## config.mk

```make
export PLATFORM = sky130hd
export DESIGN_NAME = dvp_camera_source_flat
export DESIGN_NICKNAME = d
export VERILOG_FILES = /design/src/rtl/dvp_camera_source_if.sv /design/src/rtl/dvp_camera_source.sv /design/src/flat_wrapper.sv
export SDC_FILE = /design/constraint.sdc
export NUM_CORES = 1
export LEC_CHECK = 0
export ABC_AREA = 1
export ABC_CLOCK_PERIOD_IN_PS = 3440
export BUFFER_PORTS_ARGS = -buffer_cell sky130_fd_sc_hd__clkbuf_2
export CORE_MARGIN = 10
export CORE_UTILIZATION = 40
export CTS_CLUSTER_SIZE = 10
export DETAILED_ROUTE_END_ITERATION = 10
export PLACE_DENSITY = 0.66
export SLEW_MARGIN = 20
export SYNTH_ARGS = -nofsm -noshare
export SYNTH_HDL_FRONTEND = slang
export SYNTH_SLANG_ARGS = --single-unit
export TNS_END_PERCENT = 10
```

## constraint.sdc

```tcl
create_clock -name CLOCK_24 -period 3.44 [get_ports CLOCK_24]
set_clock_uncertainty 0.1 [all_clocks]
set_input_delay 0.516 -clock CLOCK_24 [delete_from_list [all_inputs] [get_ports CLOCK_24]]
set_output_delay 0.516 -clock CLOCK_24 [all_outputs]
set_load 0.01 [all_outputs]
```

## src/rtl/dvp_camera_source_if.sv

```systemverilog
// DVP pixel bus: PCLK, VSYNC, HREF and the 8-bit data byte.
//
// Handshake: the bus has no backpressure. A byte on D is valid at the rising
// edge of PCLK while HREF=1; VSYNC frames the picture. The master drives all
// four signals and the slave only observes them.
interface dvp_camera_source_if;
    logic       PCLK;
    logic       VSYNC;
    logic       HREF;
    logic [7:0] D;

    modport master (output PCLK, VSYNC, HREF, D);
    modport slave  (input  PCLK, VSYNC, HREF, D);
endinterface

```

## src/rtl/dvp_camera_source.sv

```systemverilog
// dvp_camera_source: OV7670-style DVP transmitter producing a synthetic
// YUV422 frame (byte order Cb,Y0,Cr,Y1) clocked from CLOCK_24.
//
// PCLK = CLOCK_24/2. Every output and counter changes only on the CLOCK_24
// edge where PCLK falls, so the receiver sees stable data at PCLK rise.
//
// Configuration macro TEST_BARS_EN: when defined, the active picture is
// 8 vertical colour bars; when undefined, a luma gradient
// Y = x + row + frame_cnt (mod 256) with neutral chroma is sent instead.
module dvp_camera_source #(
    parameter int H_ACTIVE  = 640,
    parameter int H_BLANK   = 144,
    parameter int V_ACTIVE  = 480,
    parameter int VS_LINES  = 3,
    parameter int VBP_LINES = 17,
    parameter int VFP_LINES = 10
) (
    input  logic                       CLOCK_24,
    input  logic                       rst_n,
    input  logic                       enable,
    dvp_camera_source_if.master        dvp,
    output logic [7:0]                 frame_cnt,
    output logic                       frame_done,
    output logic [2:0]                 state_dbg
);

    localparam int H_BYTES = 2 * (H_ACTIVE + H_BLANK);
    localparam int HW      = $clog2(H_BYTES);
    localparam int V_TOTAL = VS_LINES + VBP_LINES + V_ACTIVE + VFP_LINES;
    localparam int LW      = $clog2(V_TOTAL);

    localparam logic [HW-1:0] H_LAST    = HW'(H_BYTES - 1);
    localparam logic [HW-1:0] H_ACT_LIM = HW'(2 * H_ACTIVE);

    typedef enum logic [2:0] {
        S_IDLE   = 3'd0,
        S_VSYNC  = 3'd1,
        S_VBP    = 3'd2,
        S_ACTIVE = 3'd3,
        S_VFP    = 3'd4
    } state_t;

    state_t        state;
    logic [HW-1:0] h_cnt;
    logic [LW-1:0] line_cnt;
    logic          pclk_q;
    logic          vsync_q;
    logic          href_q;
    logic [7:0]    d_q;

    // Position and outputs of the byte that starts at the next PCLK fall.
    state_t        state_nxt;
    logic [HW-1:0] h_nxt;
    logic [LW-1:0] line_nxt;
    logic [LW-1:0] line_last;
    logic          frame_end;
    logic          vsync_nxt;
    logic          href_nxt;
    logic [7:0]    d_nxt;
    logic [HW-2:0] pix_x;
    logic [1:0]    byte_sel;

    assign dvp.PCLK  = pclk_q;
    assign dvp.VSYNC = vsync_q;
    assign dvp.HREF  = href_q;
    assign dvp.D     = d_q;
    assign state_dbg = state;

`ifdef TEST_BARS_EN
    localparam int unsigned BAR_W = H_ACTIVE / 8;

    function automatic logic [7:0] bar_y(input logic [2:0] k);
        case (k)
            3'd0: return 8'd235;
            3'd1: return 8'd210;
            3'd2: return 8'd170;
            3'd3: return 8'd145;
            3'd4: return 8'd106;
            3'd5: return 8'd81;
            3'd6: return 8'd41;
            default: return 8'd16;
        endcase
    endfunction

    function automatic logic [7:0] bar_cb(input logic [2:0] k);
        case (k)
            3'd0: return 8'd128;
            3'd1: return 8'd16;
            3'd2: return 8'd166;
            3'd3: return 8'd54;
            3'd4: return 8'd202;
            3'd5: return 8'd90;
            3'd6: return 8'd240;
            default: return 8'd128;
        endcase
    endfunction

    function automatic logic [7:0] bar_cr(input logic [2:0] k);
        case (k)
            3'd0: return 8'd128;
            3'd1: return 8'd146;
            3'd2: return 8'd16;
            3'd3: return 8'd34;
            3'd4: return 8'd222;
            3'd5: return 8'd240;
            3'd6: return 8'd110;
            default: return 8'd128;
        endcase
    endfunction

    logic [2:0]    bar_k;
    logic [2:0]    bar_k_even;
    logic [HW-2:0] pix_x_even;
`endif

    // Last line index of the current vertical state.
    always_comb begin
        line_last = '0;
        case (state)
            S_VSYNC:  line_last = LW'(VS_LINES - 1);
            S_VBP:    line_last = LW'(VBP_LINES - 1);
            S_ACTIVE: line_last = LW'(V_ACTIVE - 1);
            S_VFP:    line_last = LW'(VFP_LINES - 1);
            default:  line_last = '0;
        endcase
    end

    // Advance the byte/line position by one byte; state moves only on line wrap.
    always_comb begin
        state_nxt = state;
        h_nxt     = h_cnt;
        line_nxt  = line_cnt;
        frame_end = 1'b0;
        if (state == S_IDLE) begin
            if (enable) begin
                state_nxt = S_VSYNC;
                h_nxt     = '0;
                line_nxt  = '0;
            end
        end else if (h_cnt == H_LAST) begin
            h_nxt = '0;
            if (line_cnt == line_last) begin
                line_nxt = '0;
                case (state)
                    S_VSYNC:  state_nxt = S_VBP;
                    S_VBP:    state_nxt = S_ACTIVE;
                    S_ACTIVE: state_nxt = S_VFP;
                    S_VFP: begin
                        frame_end = 1'b1;
                        state_nxt = enable ? S_VSYNC : S_IDLE;
                    end
                    default:  state_nxt = S_IDLE;
                endcase
            end else begin
                line_nxt = line_cnt + 1'b1;
            end
        end else begin
            h_nxt = h_cnt + 1'b1;
        end
    end

    // Decode sync strobes and the pixel byte for the next byte position.
    always_comb begin
        pix_x     = h_nxt[HW-1:1];
        byte_sel  = h_nxt[1:0];
        vsync_nxt = (state_nxt == S_VSYNC);
        href_nxt  = (state_nxt == S_ACTIVE) && (h_nxt < H_ACT_LIM);
        d_nxt     = 8'h00;
`ifdef TEST_BARS_EN
        pix_x_even = {pix_x[HW-2:1], 1'b0};
        bar_k      = 3'(32'(pix_x) / BAR_W);
        bar_k_even = 3'(32'(pix_x_even) / BAR_W);
        if (href_nxt) begin
            case (byte_sel)
                2'd0:    d_nxt = bar_cb(bar_k_even);
                2'd2:    d_nxt = bar_cr(bar_k_even);
                default: d_nxt = bar_y(bar_k);
            endcase
        end
`else
        if (href_nxt) begin
            if (byte_sel[0] == 1'b0) begin
                d_nxt = 8'h80;
            end else begin
                d_nxt = 8'(pix_x) + 8'(line_nxt) + frame_cnt;
            end
        end
`endif
    end

    // Frame FSM with registered bus outputs; everything but PCLK moves on PCLK fall.
    always_ff @(posedge CLOCK_24 or negedge rst_n) begin
        if (!rst_n) begin
            state      <= S_IDLE;
            h_cnt      <= '0;
            line_cnt   <= '0;
            pclk_q     <= 1'b0;
            vsync_q    <= 1'b0;
            href_q     <= 1'b0;
            d_q        <= 8'h00;
            frame_cnt  <= 8'h00;
            frame_done <= 1'b0;
        end else begin
            pclk_q     <= ~pclk_q;
            frame_done <= 1'b0;
            if (pclk_q) begin
                state    <= state_nxt;
                h_cnt    <= h_nxt;
                line_cnt <= line_nxt;
                vsync_q  <= vsync_nxt;
                href_q   <= href_nxt;
                d_q      <= d_nxt;
                if (frame_end) begin
                    frame_done <= 1'b1;
                    frame_cnt  <= frame_cnt + 8'd1;
                end
            end
        end
    end

endmodule
```

## src/flat_wrapper.sv

```systemverilog
// flat-port wrapper written by rule: the top's interface ports become plain ports
module dvp_camera_source_flat 
#(
    parameter int H_ACTIVE  = 640,
    parameter int H_BLANK   = 144,
    parameter int V_ACTIVE  = 480,
    parameter int VS_LINES  = 3,
    parameter int VBP_LINES = 17,
    parameter int VFP_LINES = 10
)
  (CLOCK_24, rst_n, enable, frame_cnt, frame_done, state_dbg, dvp_PCLK, dvp_VSYNC, dvp_HREF, dvp_D);
  dvp_camera_source_if dvp_i ();
  input  logic CLOCK_24;
  input  logic rst_n;
  input  logic enable;
  output logic [7:0] frame_cnt;
  output logic frame_done;
  output logic [2:0] state_dbg;
  output wire logic [$bits(dvp_i.PCLK)-1:0] dvp_PCLK;
  output wire logic [$bits(dvp_i.VSYNC)-1:0] dvp_VSYNC;
  output wire logic [$bits(dvp_i.HREF)-1:0] dvp_HREF;
  output wire logic [$bits(dvp_i.D)-1:0] dvp_D;
  assign dvp_PCLK = dvp_i.PCLK;
  assign dvp_VSYNC = dvp_i.VSYNC;
  assign dvp_HREF = dvp_i.HREF;
  assign dvp_D = dvp_i.D;
  dvp_camera_source #(.H_ACTIVE(H_ACTIVE), .H_BLANK(H_BLANK), .V_ACTIVE(V_ACTIVE), .VS_LINES(VS_LINES), .VBP_LINES(VBP_LINES), .VFP_LINES(VFP_LINES)) u_core (.CLOCK_24(CLOCK_24), .rst_n(rst_n), .enable(enable), .dvp(dvp_i), .frame_cnt(frame_cnt), .frame_done(frame_done), .state_dbg(state_dbg));
endmodule
```

After elaboration in Yosys (flattened, before gate mapping)

Cells that the tools add are included.

Register bits after elaboration: 43
Latch bits: 0
Memory bits (writable): 0
Memory bits (read-only): 0
Bits of input ports: 3
Memories kept: 0

Add/sub/neg operators: 5
Multipliers: 0
Div/mod/pow operators: 0
Magnitude comparators: 1
Eq/ne operators: 9
Shift operators: 0
Muxes and demuxes: 22
Bitwise gates (word level): 1
Reductions and logical operators: 5

Operators by type and width:

| cell                                                                   | number |
|---|---|
| 9-bit 2-to-1 mux                                                       | 4 |
| 9-bit case mux with 4 select lines                                     | 1 |
| 11-bit 2-to-1 mux                                                      | 3 |
| 8-bit adder                                                            | 2 |
| 8-bit 2-to-1 mux                                                       | 2 |
| 3-bit 2-to-1 mux                                                       | 4 |
| 3-bit case mux with 4 select lines                                     | 1 |
| 11-bit by 1-bit adder with 11-bit output (second input constant)       | 1 |
| 11-bit equality test (second input constant)                           | 1 |
| 11-bit < comparator (second input constant)                            | 1 |
| 9-bit by 1-bit adder with 9-bit output (second input constant)         | 1 |
| 3-bit by 2-bit equality test with 1-bit output (second input constant) | 3 |
| 9-bit equality test                                                    | 1 |
| 8-bit by 1-bit adder with 8-bit output (second input constant)         | 1 |
| 1-bit 2-to-1 mux                                                       | 7 |
| 3-bit by 1-bit equality test with 1-bit output (second input constant) | 2 |
| 3-bit equality test (second input constant)                            | 1 |
| 3-bit logical NOT                                                      | 1 |
| 3-bit AND reduction                                                    | 1 |
| 2-bit inequality test (second input constant)                          | 1 |
| 2-bit AND reduction                                                    | 1 |
| 2-bit nonzero test                                                     | 1 |
| 1-bit logical AND                                                      | 1 |
| 1-bit NOT                                                              | 1 |

Longest topological paths before layout

Gate-level depths: netlist of the first run.

Depth after elaboration: 10
Depth in mapped cells: 25
Depth with buffers taken out: 25

Worst setup path after synthesis of the first run

Ideal clock, no wire load.

Path kind: register to register
From: register u_core.h_cnt[0]
To: register u_core.d_q[7] (netlist: u_core.dvp.D[7])
Data arrival time: 3.357 ns
Data required time: 3.224 ns
Path slack: -0.134 ns
Stages on the path, launching flop included: 26
Buffers on the path: 0
Period minus slack after synthesis: 3.574 ns
Path through: dfrtp_1 > ha_1 > nand3_2 > clkinv_2 > nand2_2 > nor2_4 > inv_2 > nand2_4 > nand2_1 > a32oi_1 > fa_1 > inv_1 > ha_1 > inv_1 > fa_1 > o21ai_0 > nand2_1 > nand2_1 > a21o_1 > inv_1 > nand2_1 > nand2_1 > nand2_1 > nand3_1 > nand2_1 > nand2_1

Longest elaborated chain between the ends: 7
Elaborated cells on any way between the ends: 16
Classes of those cells: 3 x add/sub; 1 x order compare; 2 x eq/ne; 9 x mux; 1 x reduce/logical

RTL lines:

| what                                                                                    | RTL line                                           | source |
|---|---|---|
| from (decl)                                                                             | dvp_camera_source.sv:44                            | `logic [HW-1:0] h_cnt;` |
| from (signal assigned)                                                                  | dvp_camera_source.sv:208                           | `h_cnt <= h_nxt;` |
| 11-bit by 1-bit adder with 11-bit output / 11-bit equality test (equally long branches) | dvp_camera_source.sv:158, dvp_camera_source.sv:140 |  |
| 11-bit 2-to-1 mux / 9-bit 2-to-1 mux (equally long branches)                            | dvp_camera_source.sv:140                           | `end else if (h_cnt == H_LAST) begin` |
| 11-bit 2-to-1 mux / 9-bit 2-to-1 mux (equally long branches)                            | dvp_camera_source.sv:134                           | `if (state == S_IDLE) begin` |
| 8-bit adder (2 in a row)                                                                | dvp_camera_source.sv:185                           | `d_nxt = 8'(pix_x) + 8'(line_nxt) + frame_cnt;` |
| 8-bit 2-to-1 mux                                                                        | dvp_camera_source.sv:182                           | `if (byte_sel[0] == 1'b0) begin` |
| 8-bit 2-to-1 mux *                                                                      | dvp_camera_source.sv:181                           | `if (href_nxt) begin` |
| to (signal assigned)                                                                    | dvp_camera_source.sv:212                           | `d_q <= d_nxt;` |
| to (decl)                                                                               | dvp_camera_source.sv:49                            | `logic [7:0] d_q;` |

Every way passes the cells marked *; elsewhere a longest branch is shown, timed or not. The select of a mux whose other input is x is not followed.
A chain may end at the register's enable or synchronous reset.

Worst setup path after layout of the first run

From: register u_core.state[1] (netlist: u_core.state_dbg[1])
To: register u_core.d_q[7] (netlist: u_core.dvp.D[7])

Longest elaborated chain between the ends: 10
Elaborated cells on any way between the ends: 23
Classes of those cells: 2 x add/sub; 1 x order compare; 6 x eq/ne; 12 x mux; 2 x reduce/logical

RTL lines:

| what                                              | RTL line                                           | source |
|---|---|---|
| from (decl)                                       | dvp_camera_source.sv:43                            | `state_t state;` |
| from (signal assigned)                            | dvp_camera_source.sv:207                           | `state <= state_nxt;` |
| 3-bit equality test, or another cell as far along | dvp_camera_source.sv:119, dvp_camera_source.sv:144 |  |
| 9-bit case mux with 4 select lines                | dvp_camera_source.sv:119                           | `case (state)` |
| 9-bit equality test                               | dvp_camera_source.sv:142                           | `if (line_cnt == line_last) begin` |
| 9-bit 2-to-1 mux                                  | dvp_camera_source.sv:142                           |  |
| 9-bit 2-to-1 mux                                  | dvp_camera_source.sv:140                           |  |
| 9-bit 2-to-1 mux                                  | dvp_camera_source.sv:134                           |  |
| 8-bit adder (2 in a row)                          | dvp_camera_source.sv:185                           |  |
| 8-bit 2-to-1 mux                                  | dvp_camera_source.sv:182                           |  |
| 8-bit 2-to-1 mux *                                | dvp_camera_source.sv:181                           |  |

Marks and branches as above.

==> results of run 1 <==
-- sequential cells by signal, summed over array words and instances (netlist names) --
| register | cells |
|---|---|
| u_core.frame_done | 1 |
| u_core.dvp.VSYNC | 1 |
| u_core.state_dbg | 3 |
| u_core.dvp.D | 8 |
| u_core.h_cnt | 11 |
| u_core.dvp.HREF | 1 |
| u_core.dvp.PCLK | 1 |
| u_core.frame_cnt | 8 |
| u_core.line_cnt | 9 |
-- area by class of cell --
type | count | area, µm²
Clock buffer | 5 | 68.8
Clock inverter | 2 | 37.5
Fill cell | 678 | 3510
Inverter | 56 | 221
Multi-Input combinational cell | 275 | 1750
Sequential cell | 43 | 1080
Tap cell | 99 | 124
Timing Repair Buffer | 59 | 380
-- cells in the final DEF, fill, tap and decap left out, types with 5 or more instances in the layout --
cell,instances
nand2_1,91
inv_1,42
dfrtp_1,41
buf_4,34
nand3_1,33
o21ai_0,30
clkbuf_2,25
nor2_1,18
o22ai_1,12
inv_2,10
o21ai_2,9
xnor2_1,8
a21oi_1,7
nand3_2,6
fa_1,6
nand2_2,5
nor2_4,5
nand4_1,5
xor2_1,5
ha_1,5
clkbuf_8,5
-- where the power goes --
group	internal, mW	leakage (nW)	total, mW	switching, mW
logic	0.00154	1.29	0.0121	0.0106
clock network	0.212	0.0502	0.391	0.179
registers	0.505	0.518	0.505	0
-- worst max-delay path: cells and delay by family, from the launching register on --
kind	cells	cell delay (ns)
AO/OA/AOI/OAI	4	0.61
adder cells (fa/ha/maj)	3	0.98
buffers and inverters	2	0.12
flip-flops	1	0.47
AND/OR/NAND/NOR	12	1.03
-- through the flow --
stage	utilization	setup TNS (ns)
5_1_grt	0.510	-0.569
3_3_place_gp	0.472	0
2_1_floorplan	-	0
4_1_cts	0.488	-0.0352
3_5_place_dp	0.472	-0.127
6_report	0.510	0
-- per-layer routing --
metal	vias up	wire, µm	part of all wire
met2	115	3700	0.47
met5	-	0	0
met4	0	204	0.026
met1	1309	3560	0.45
met3	21	479	0.060
li1	1372	-	-
-- cells by family after synthesis --
| logic type | share of synthesized area |
|---|---|
| AO/OA/AOI/OAI | 0.132 |
| XOR/XNOR | 0.0389 |
| adder cells (fa/ha/maj) | 0.0932 |
| buffers and inverters | 0.0850 |
| flip-flops | 0.368 |
| AND/OR/NAND/NOR | 0.283 |
-- what timing repair did --
item / 4_1_cts / 5_1_grt
pin swaps: 0 / 15
cloned: 0 / 0
buffers inserted: 0 / 6
resized for setup: 5 / 34
hold buffers: 0 / 0
setup endpoints to repair: 3 / 4
-- cells in the mapped netlist (all sizes together) --
| master | instances | area (µm²) |
|---|---|---|
| fa | 8 | 160 |
| xor2 | 5 | 43.8 |
| nor3 | 5 | 36.3 |
| a22oi | 1 | 7.51 |
| inv | 54 | 205 |
| a211oi | 1 | 7.51 |
| nand3b | 2 | 15.0 |
| nand3 | 41 | 243 |
| clkbuf | 6 | 22.5 |
| xnor2 | 8 | 70.1 |
| clkinv | 2 | 13.8 |
| nand4 | 5 | 31.3 |
| dfrtp | 43 | 1080 |
| o22ai | 12 | 75.1 |
| a21o | 1 | 7.51 |
| a32oi | 1 | 8.76 |
| o2111ai | 1 | 8.76 |
| o31ai | 1 | 7.51 |
| ha | 9 | 113 |
| nor2 | 26 | 120 |
| o41ai | 1 | 8.76 |
| a21oi | 8 | 40.0 |
| nand2 | 98 | 383 |
| o21ai | 41 | 216 |
| buf | 1 | 7.51 |
-- how the worst min path moves through the flow --
stage	startpoint	to	slack, ns	cells after the start
final	rst_n	u_core.line_cnt[8]	0.17	1
after global placement	u_core.dvp.D[4]	u_core.dvp.D[4]	0.36	2
after detailed placement	u_core.dvp.D[0]	u_core.dvp.D[0]	0.37	2
after CTS	rst_n	u_core.line_cnt[8]	0.20	1
after floorplan	rst_n	u_core.dvp.D[0]	0.12	0
after global routing	rst_n	u_core.line_cnt[2]	0.22	1
==> results.cfg, run 1 <==
[pwr]
leakagePower_nw = 1.86
power.density_nw_per_um2 = 248
power_uw = 908
vdd_ir_drop_max_uv = 149

[worst_setup_path]
critical_path.cell_chain = nor2_2, nand2_2, nand2_2, nand3_1, o21ai_2, nand2_1, a32oi_4, fa_1, inv_1, ha_2, inv_2, fa_2, o21ai_2, nand2_1, nand2_1, a21o_1, nand3_2, nand3_1, nand3_1, nand2_1, nand2_1
endpoint_kind = flip-flop
timing.rr.end = u_core.dvp.D[7]
crit_fanout = 6
path_class = reg2reg
slowest_stage = dfrtp_2
cp-endpoint = u_core.dvp.D[7]
rrSetupSlack_ns = 0.0007
cpMostUsedCell = nand2_1
required_ns = 3.53
startpoint_type = flip-flop
worstSetupStartpoint = u_core.state_dbg[1]
rr_worst_depth = 21
cp.arrival_ns = 3.53
cp_slowest_stage_delay_ns = 0.47
reg2reg_from = u_core.state_dbg[1]

[cells_and_area]
drive_gt1_frac = 0.286
nets = 460
instances_no_fill = 539
area_growth_syn_to_layout_pct = 25.1
antenna_cells = 0
final_cell_area_um2 = 3660

[cts]
cts-root-buf = clkbuf_8
tritoncts = done
clk_path_buf_depth = 2
htreeDepth = 2
cts.clk_slew.worst_paths_ns = 0.09
worstSkewPairLatency_ns = 0.30
numCtsBuffers = 5
cts.sinks = 43

[detailed_routing]
drt-wirelength-per-cell_um = 14.7
final_antenna_net_count = 0
routed_via_density = 5.23
drt_iter0_markers = 233
wl_um = 7950
drc = 0
drt_pass1_iterations = 4
routed-via-count = 2817

[run_status]
status = complete, no violations

[timing]
worst_pin_slew_ns = 0.758
holdWs_ns = 0.174
hold_viol_final = 0
max_freq_ghz = 0.291
rsz0062_at_grt = true
min_period_over_period = 1.00
slew_viol_final = 0
setup_viol = 0
final.min_clock_period_ns = 3.44
fin_ws_ns = 0.000660
maxSlewHeadroom = 0.495

[placement]
dp.cells = 526
port_buffers = 25
place.gp.congestion = 0.985
placed_cell_area_um2 = 3390
pre_cts_ws_ns = -0.0700
hpwl_um = 6060

[grt]
antenna_found_initial = 0
grt_pass1_vias = 2625
use_met3 = 0.0292
grt_overflow = 0
use_met2 = 0.226
grt_first_pass_wirelength_um = 12800
grt_util_all_layers = 0.141
grt_max_degree = 38
met1_usage = 0.182
gr-max-usage-layer = met2

[yosys]
ys_types = 36
synth-seq-cells = 43
yosys_warnings = 0
synth_area_um2 = 2930
ys_seq_area_frac = 0.368
syn_inst = 381
synth_nets = 401
avgSynthCellArea_um2 = 7.68

[die]
core_region_area_um2 = 7180
start_util = 0.408
dieHeight_um = 106
fp.dieW_um = 106
io_pins = 26
rows = 31
die_area_um2 = 11100

[min_path]
min_path_type = in2async

[flow_run]
cap_violations = 0
(Power assumes the default switching activity.)
==> run 2: changes to the inputs <==
- MAX_ROUTING_LAYER: unset -> met4
==> results.cfg, run 2 (synthesis results as in run 1) <==
[grt]
grt_pass1_vias = 2622
grt_overflow = 0
antenna_found_initial = 0
grt_util_all_layers = 0.145
grt_first_pass_wirelength_um = 12800
grt_max_degree = 38

[placement]
placed_cell_area_um2 = 3390
port_buffers = 25
hpwl_um = 6060
place.gp.congestion = 1.00
dp.cells = 526
pre_cts_ws_ns = -0.0700

[cts]
cts.clk_slew.worst_paths_ns = 0.09
tritoncts = done
numCtsBuffers = 5
cts.sinks = 43
worstSkewPairLatency_ns = 0.30
clk_path_buf_depth = 2
htreeDepth = 2
cts-root-buf = clkbuf_8

[min_path]
min_path_type = in2async

[pwr]
power.share.clock = 0.431
p_sw_frac = 0.209
leakagePower_nw = 1.86
pwr-share-seq = 0.556
pwr-share-comb = 0.013
internal_power_uw = 719
power.density_nw_per_um2 = 248
vdd_ir_drop_max_uv = 150
power.switching_uw = 189

[die]
die_area_um2 = 11100
core_region_area_um2 = 7180
io_pins = 26
rows = 31
start_util = 0.408
dieHeight_um = 106
fp.dieW_um = 106

[timing]
min_period_over_period = 0.997
setup_viol = 0
max_freq_ghz = 0.292
worst_pin_slew_ns = 0.769
slew_viol_final = 0
hold_viol_final = 0
fin_ws_ns = 0.0116
final.min_clock_period_ns = 3.43
maxSlewHeadroom = 0.487
rsz0062_at_grt = true

[cells_and_area]
area_growth_syn_to_layout_pct = 25.1
final_cell_area_um2 = 3660
nets = 460
instances_no_fill = 539
layout_common_cells = nand2_1, inv_1, dfrtp_1
layout_commonest_cell = nand2_1
largest_register_ffs = 11
top_regs = u_core.h_cnt x11, u_core.line_cnt x9
drive_gt1_frac = 0.286
antenna_cells = 0
regMostFlops = u_core.h_cnt
fill_cells = 678

[worst_setup_path]
path_class = reg2reg
cp.arrival_ns = 3.52
rrSetupSlack_ns = 0.01
endpoint_kind = flip-flop
reg2reg_from = u_core.state_dbg[1]
cp-endpoint = u_core.dvp.D[7]
crit_fanout = 6
rr_worst_depth = 21
worstSetupStartpoint = u_core.state_dbg[1]
required_ns = 3.53
startpoint_type = flip-flop
timing.rr.end = u_core.dvp.D[7]

[detailed_routing]
routed_via_density = 5.16
drt-wirelength-per-cell_um = 14.7
final_antenna_net_count = 0
routed-via-count = 2783
drt_pass1_iterations = 4
drc = 0
wl_um = 7950
drt_iter0_markers = 233

[run_status]
status = complete, no violations

[flow_run]
cap_violations = 0
==> run 2: cell counts in the layout (fill, tap and decap cells not counted) <==
No cell type changed its count.
==> run 2: how the worst min path moves through the flow <==
| stage | from | to | slack (ns) | depth (start not counted) |
|---|---|---|---|---|
| global route | rst_n | u_core.line_cnt[2] | 0.22 | 1 |
| finish | rst_n | u_core.line_cnt[6] | 0.18 | 1 |
| detailed placement | u_core.dvp.D[0] | u_core.dvp.D[0] | 0.37 | 2 |
| floorplan | rst_n | u_core.dvp.D[0] | 0.12 | 0 |
| CTS | rst_n | u_core.line_cnt[8] | 0.20 | 1 |
| global placement | u_core.dvp.D[4] | u_core.dvp.D[4] | 0.36 | 2 |
==> run 2: through the flow <==
step / total power, mW / util / TNS, ns / hold slack, ns
global route: 0.946 / 0.510 / -0.569 / 0.222
CTS: 0.918 / 0.488 / -0.0352 / 0.204
global placement: 0.528 / 0.472 / 0 / 0.364
detailed placement: 0.528 / 0.472 / -0.127 / 0.369
finish: 0.908 / 0.510 / 0 / 0.180
floorplan: 0.515 / - / 0 / 0.120
==> run 2: layout make-up <==
| cell class | count | area [µm²] | area share |
|---|---|---|---|
| Multi-Input combinational cell | 275 | 1750 | 0.478 |
| Sequential cell | 43 | 1080 | 0.294 |
| Timing Repair Buffer | 59 | 380 | 0.104 |
| Inverter | 56 | 221 | 0.0605 |
| Tap cell | 99 | 124 | 0.0338 |
| Clock buffer | 5 | 68.8 | 0.0188 |
| Clock inverter | 2 | 37.5 | 0.0102 |
==> run 2: timing repair <==
item | in CTS | in global routing
hold buffers | 0 | 0
buffers inserted | 0 | 6
setup endpoints to repair | 3 | 4
resized for setup | 5 | 34
pin swaps | 0 | 15
==> run 2: power by group through the flow <==
stage | Clock, mW | Sequential [mW] | Combinational (mW)
5_1_grt | 0.427 | 0.505 | 0.0144
3_5_place_dp | 0 | 0.515 | 0.0132
4_1_cts | 0.400 | 0.505 | 0.0133
2_1_floorplan | 0 | 0.515 | 0.00000758
6_report | 0.391 | 0.505 | 0.0122
3_3_place_gp | 0 | 0.515 | 0.0128
==> run 2: worst max-delay path, cell delays in order, from the launching register on <==
cell     delay (ns)
dfrtp_2        0.47
nor2_2         0.16
nand2_2        0.08
nand2_2        0.08
nand3_1        0.08
o21ai_2        0.10
nand2_1        0.14
a32oi_4        0.21
fa_1           0.42
inv_1          0.07
ha_2           0.17
inv_2          0.05
fa_2           0.39
o21ai_2        0.13
nand2_1        0.06
nand2_1        0.06
a21o_1         0.16
nand3_2        0.10
nand3_1        0.10
nand3_1        0.07
nand2_1        0.07
nand2_1        0.04
==> run 2: metal layers <==
| layer | GRT usage | vias to the layer above | part of all wire |
|---|---|---|---|
| met4 | 0.0542 | 0 | 0.020 |
| li1 | - | 1374 | - |
| met5 | - | - | 0 |
| met1 | 0.183 | 1307 | 0.45 |
| met3 | 0.0298 | 18 | 0.059 |
| met2 | 0.226 | 84 | 0.47 |
==> run 3: changes to the inputs <==
- CTS_BUF_LIST: unset -> sky130_fd_sc_hd__clkbuf_8
- SKIP_LAST_GASP: unset -> 1
==> results.cfg, run 3 (synthesis results as in run 1) <==
[cts]
worstSkewPairLatency_ns = 0.30
cts_hold_repair.buffers = 0
tritoncts = done
clk_path_buf_depth = 2
htreeDepth = 2
cts.clk_slew.worst_paths_ns = 0.09
numCtsBuffers = 5
cts-root-buf = clkbuf_8
cts.sinks = 43

[worst_setup_path]
endpoint_kind = flip-flop
required_ns = 3.53
rrSetupSlack_ns = 0.01
path_class = reg2reg
rr_worst_depth = 21
crit_fanout = 6
startpoint_type = flip-flop
cp.arrival_ns = 3.52

[cells_and_area]
register_area_um2 = 1080
instances_no_fill = 539
fill_cells = 678
multi_input_area_um2 = 1750
nets = 460
drive_gt1_frac = 0.286
layout_common_cells = nand2_1, inv_1, dfrtp_1
antenna_cells = 0
top_regs = u_core.h_cnt x11, u_core.line_cnt x9
regMostFlops = u_core.h_cnt
area_growth_syn_to_layout_pct = 25.1
largest_register_ffs = 11
layout_commonest_cell = nand2_1

[timing]
fin_ws_ns = 0.0132
hold_viol_final = 0
final.min_clock_period_ns = 3.43
maxSlewHeadroom = 0.492
max_freq_ghz = 0.292
slew_viol_final = 0
min_period_over_period = 0.996
setup_viol = 0
worst_pin_slew_ns = 0.761
rsz0062_at_grt = true

[detailed_routing]
drc = 0
drt-wirelength-per-cell_um = 14.8
routed_via_density = 5.30
wl_um = 7970
routed-via-count = 2857
drt_iter0_markers = 268
final_antenna_net_count = 0
drt_pass1_iterations = 5

[pwr]
power.density_nw_per_um2 = 248
leakagePower_nw = 1.86
vdd_ir_drop_max_uv = 150

[die]
fp.dieW_um = 106
die_area_um2 = 11100
core_region_area_um2 = 7180
rows = 31
io_pins = 26
dieHeight_um = 106
start_util = 0.408

[grt]
grt_pass1_vias = 2622
grt_overflow = 0
grt_first_pass_wirelength_um = 12800
antenna_found_initial = 0
grt_util_all_layers = 0.145
grt_max_degree = 38

[placement]
place.gp.congestion = 1.00
dp.cells = 526
pre_cts_ws_ns = -0.0700
port_buffers = 25
hpwl_um = 6060

[run_status]
status = complete, no violations

[flow_run]
cap_violations = 0

[min_path]
min_path_type = in2async
==> run 3: cell counts in the layout (fill, tap and decap cells not counted) <==
Identical to the previous run, type by type.
==> run 3: what timing repair did <==
| item | in CTS | in global routing |
|---|---|---|
| setup buffers | 0 | 6 |
| gates resized for setup | 4 | 35 |
| cloned | 0 | 0 |
| endpoints found under the setup margin | 3 | 4 |
| pin swaps | 0 | 14 |
==> run 3: layer usage <==
layer | up-vias | global-route usage | wire length (µm)
met4 | 0 | 0.0542 | 201
met1 | 1333 | 0.183 | 3500
met3 | 21 | 0.0298 | 532
met5 | - | - | 0
met2 | 130 | 0.226 | 3740
li1 | 1373 | - | -
==> run 3: worst paths after layout <==
check | startpoint | to
max in group asynchronous | rst_n | u_core.dvp.D[6]
worst min register to register | u_core.dvp.VSYNC | u_core.dvp.VSYNC
min in group CLOCK_24 | u_core.dvp.VSYNC | u_core.dvp.VSYNC
worst max-delay path | u_core.state_dbg[1] | u_core.dvp.D[7]
worst min-delay path | rst_n | u_core.line_cnt[8]
worst max register to register | u_core.state_dbg[1] | u_core.dvp.D[7]
==> run 3: final cells by class <==
cell class,count,share of cell area
Clock inverter,2,0.0102
Sequential cell,43,0.294
Multi-Input combinational cell,275,0.478
Inverter,56,0.0605
Tap cell,99,0.0338
Clock buffer,5,0.0188
Timing Repair Buffer,59,0.104
==> run 3: where the power goes <==
part | leakage, nW | switching (mW) | internal [mW]
logic | 1.29 | 0.0106 | 0.00154
registers | 0.518 | 0 | 0.505
clock network | 0.0502 | 0.179 | 0.212
==> run 3: stage by stage <==
stage                     power (mW)  hold WS [ns]  area (µm²)  setup TNS, ns  utilization
after detailed placement       0.528         0.369        3390         -0.127        0.472
after global placement         0.528         0.364        3390              0        0.472
final                          0.908         0.175        3660              0        0.510
after CTS                      0.918         0.204        3500        -0.0389        0.488
after global routing           0.946         0.222        3660         -0.608        0.510
after floorplan                0.515         0.120        2960              0            -
==> run 3: critical path: stages, from the launching register on <==
cell	delay, ns
dfrtp_2	0.47
nor2_2	0.16
nand2_2	0.08
nand2_2	0.08
nand3_1	0.08
o21ai_2	0.10
nand2_1	0.14
a32oi_4	0.21
fa_1	0.42
inv_1	0.07
ha_2	0.17
inv_2	0.05
fa_2	0.39
o21ai_2	0.13
nand2_1	0.06
nand2_1	0.06
a21o_1	0.16
nand3_2	0.10
nand3_1	0.10
nand3_1	0.07
nand2_1	0.07
nand2_1	0.04
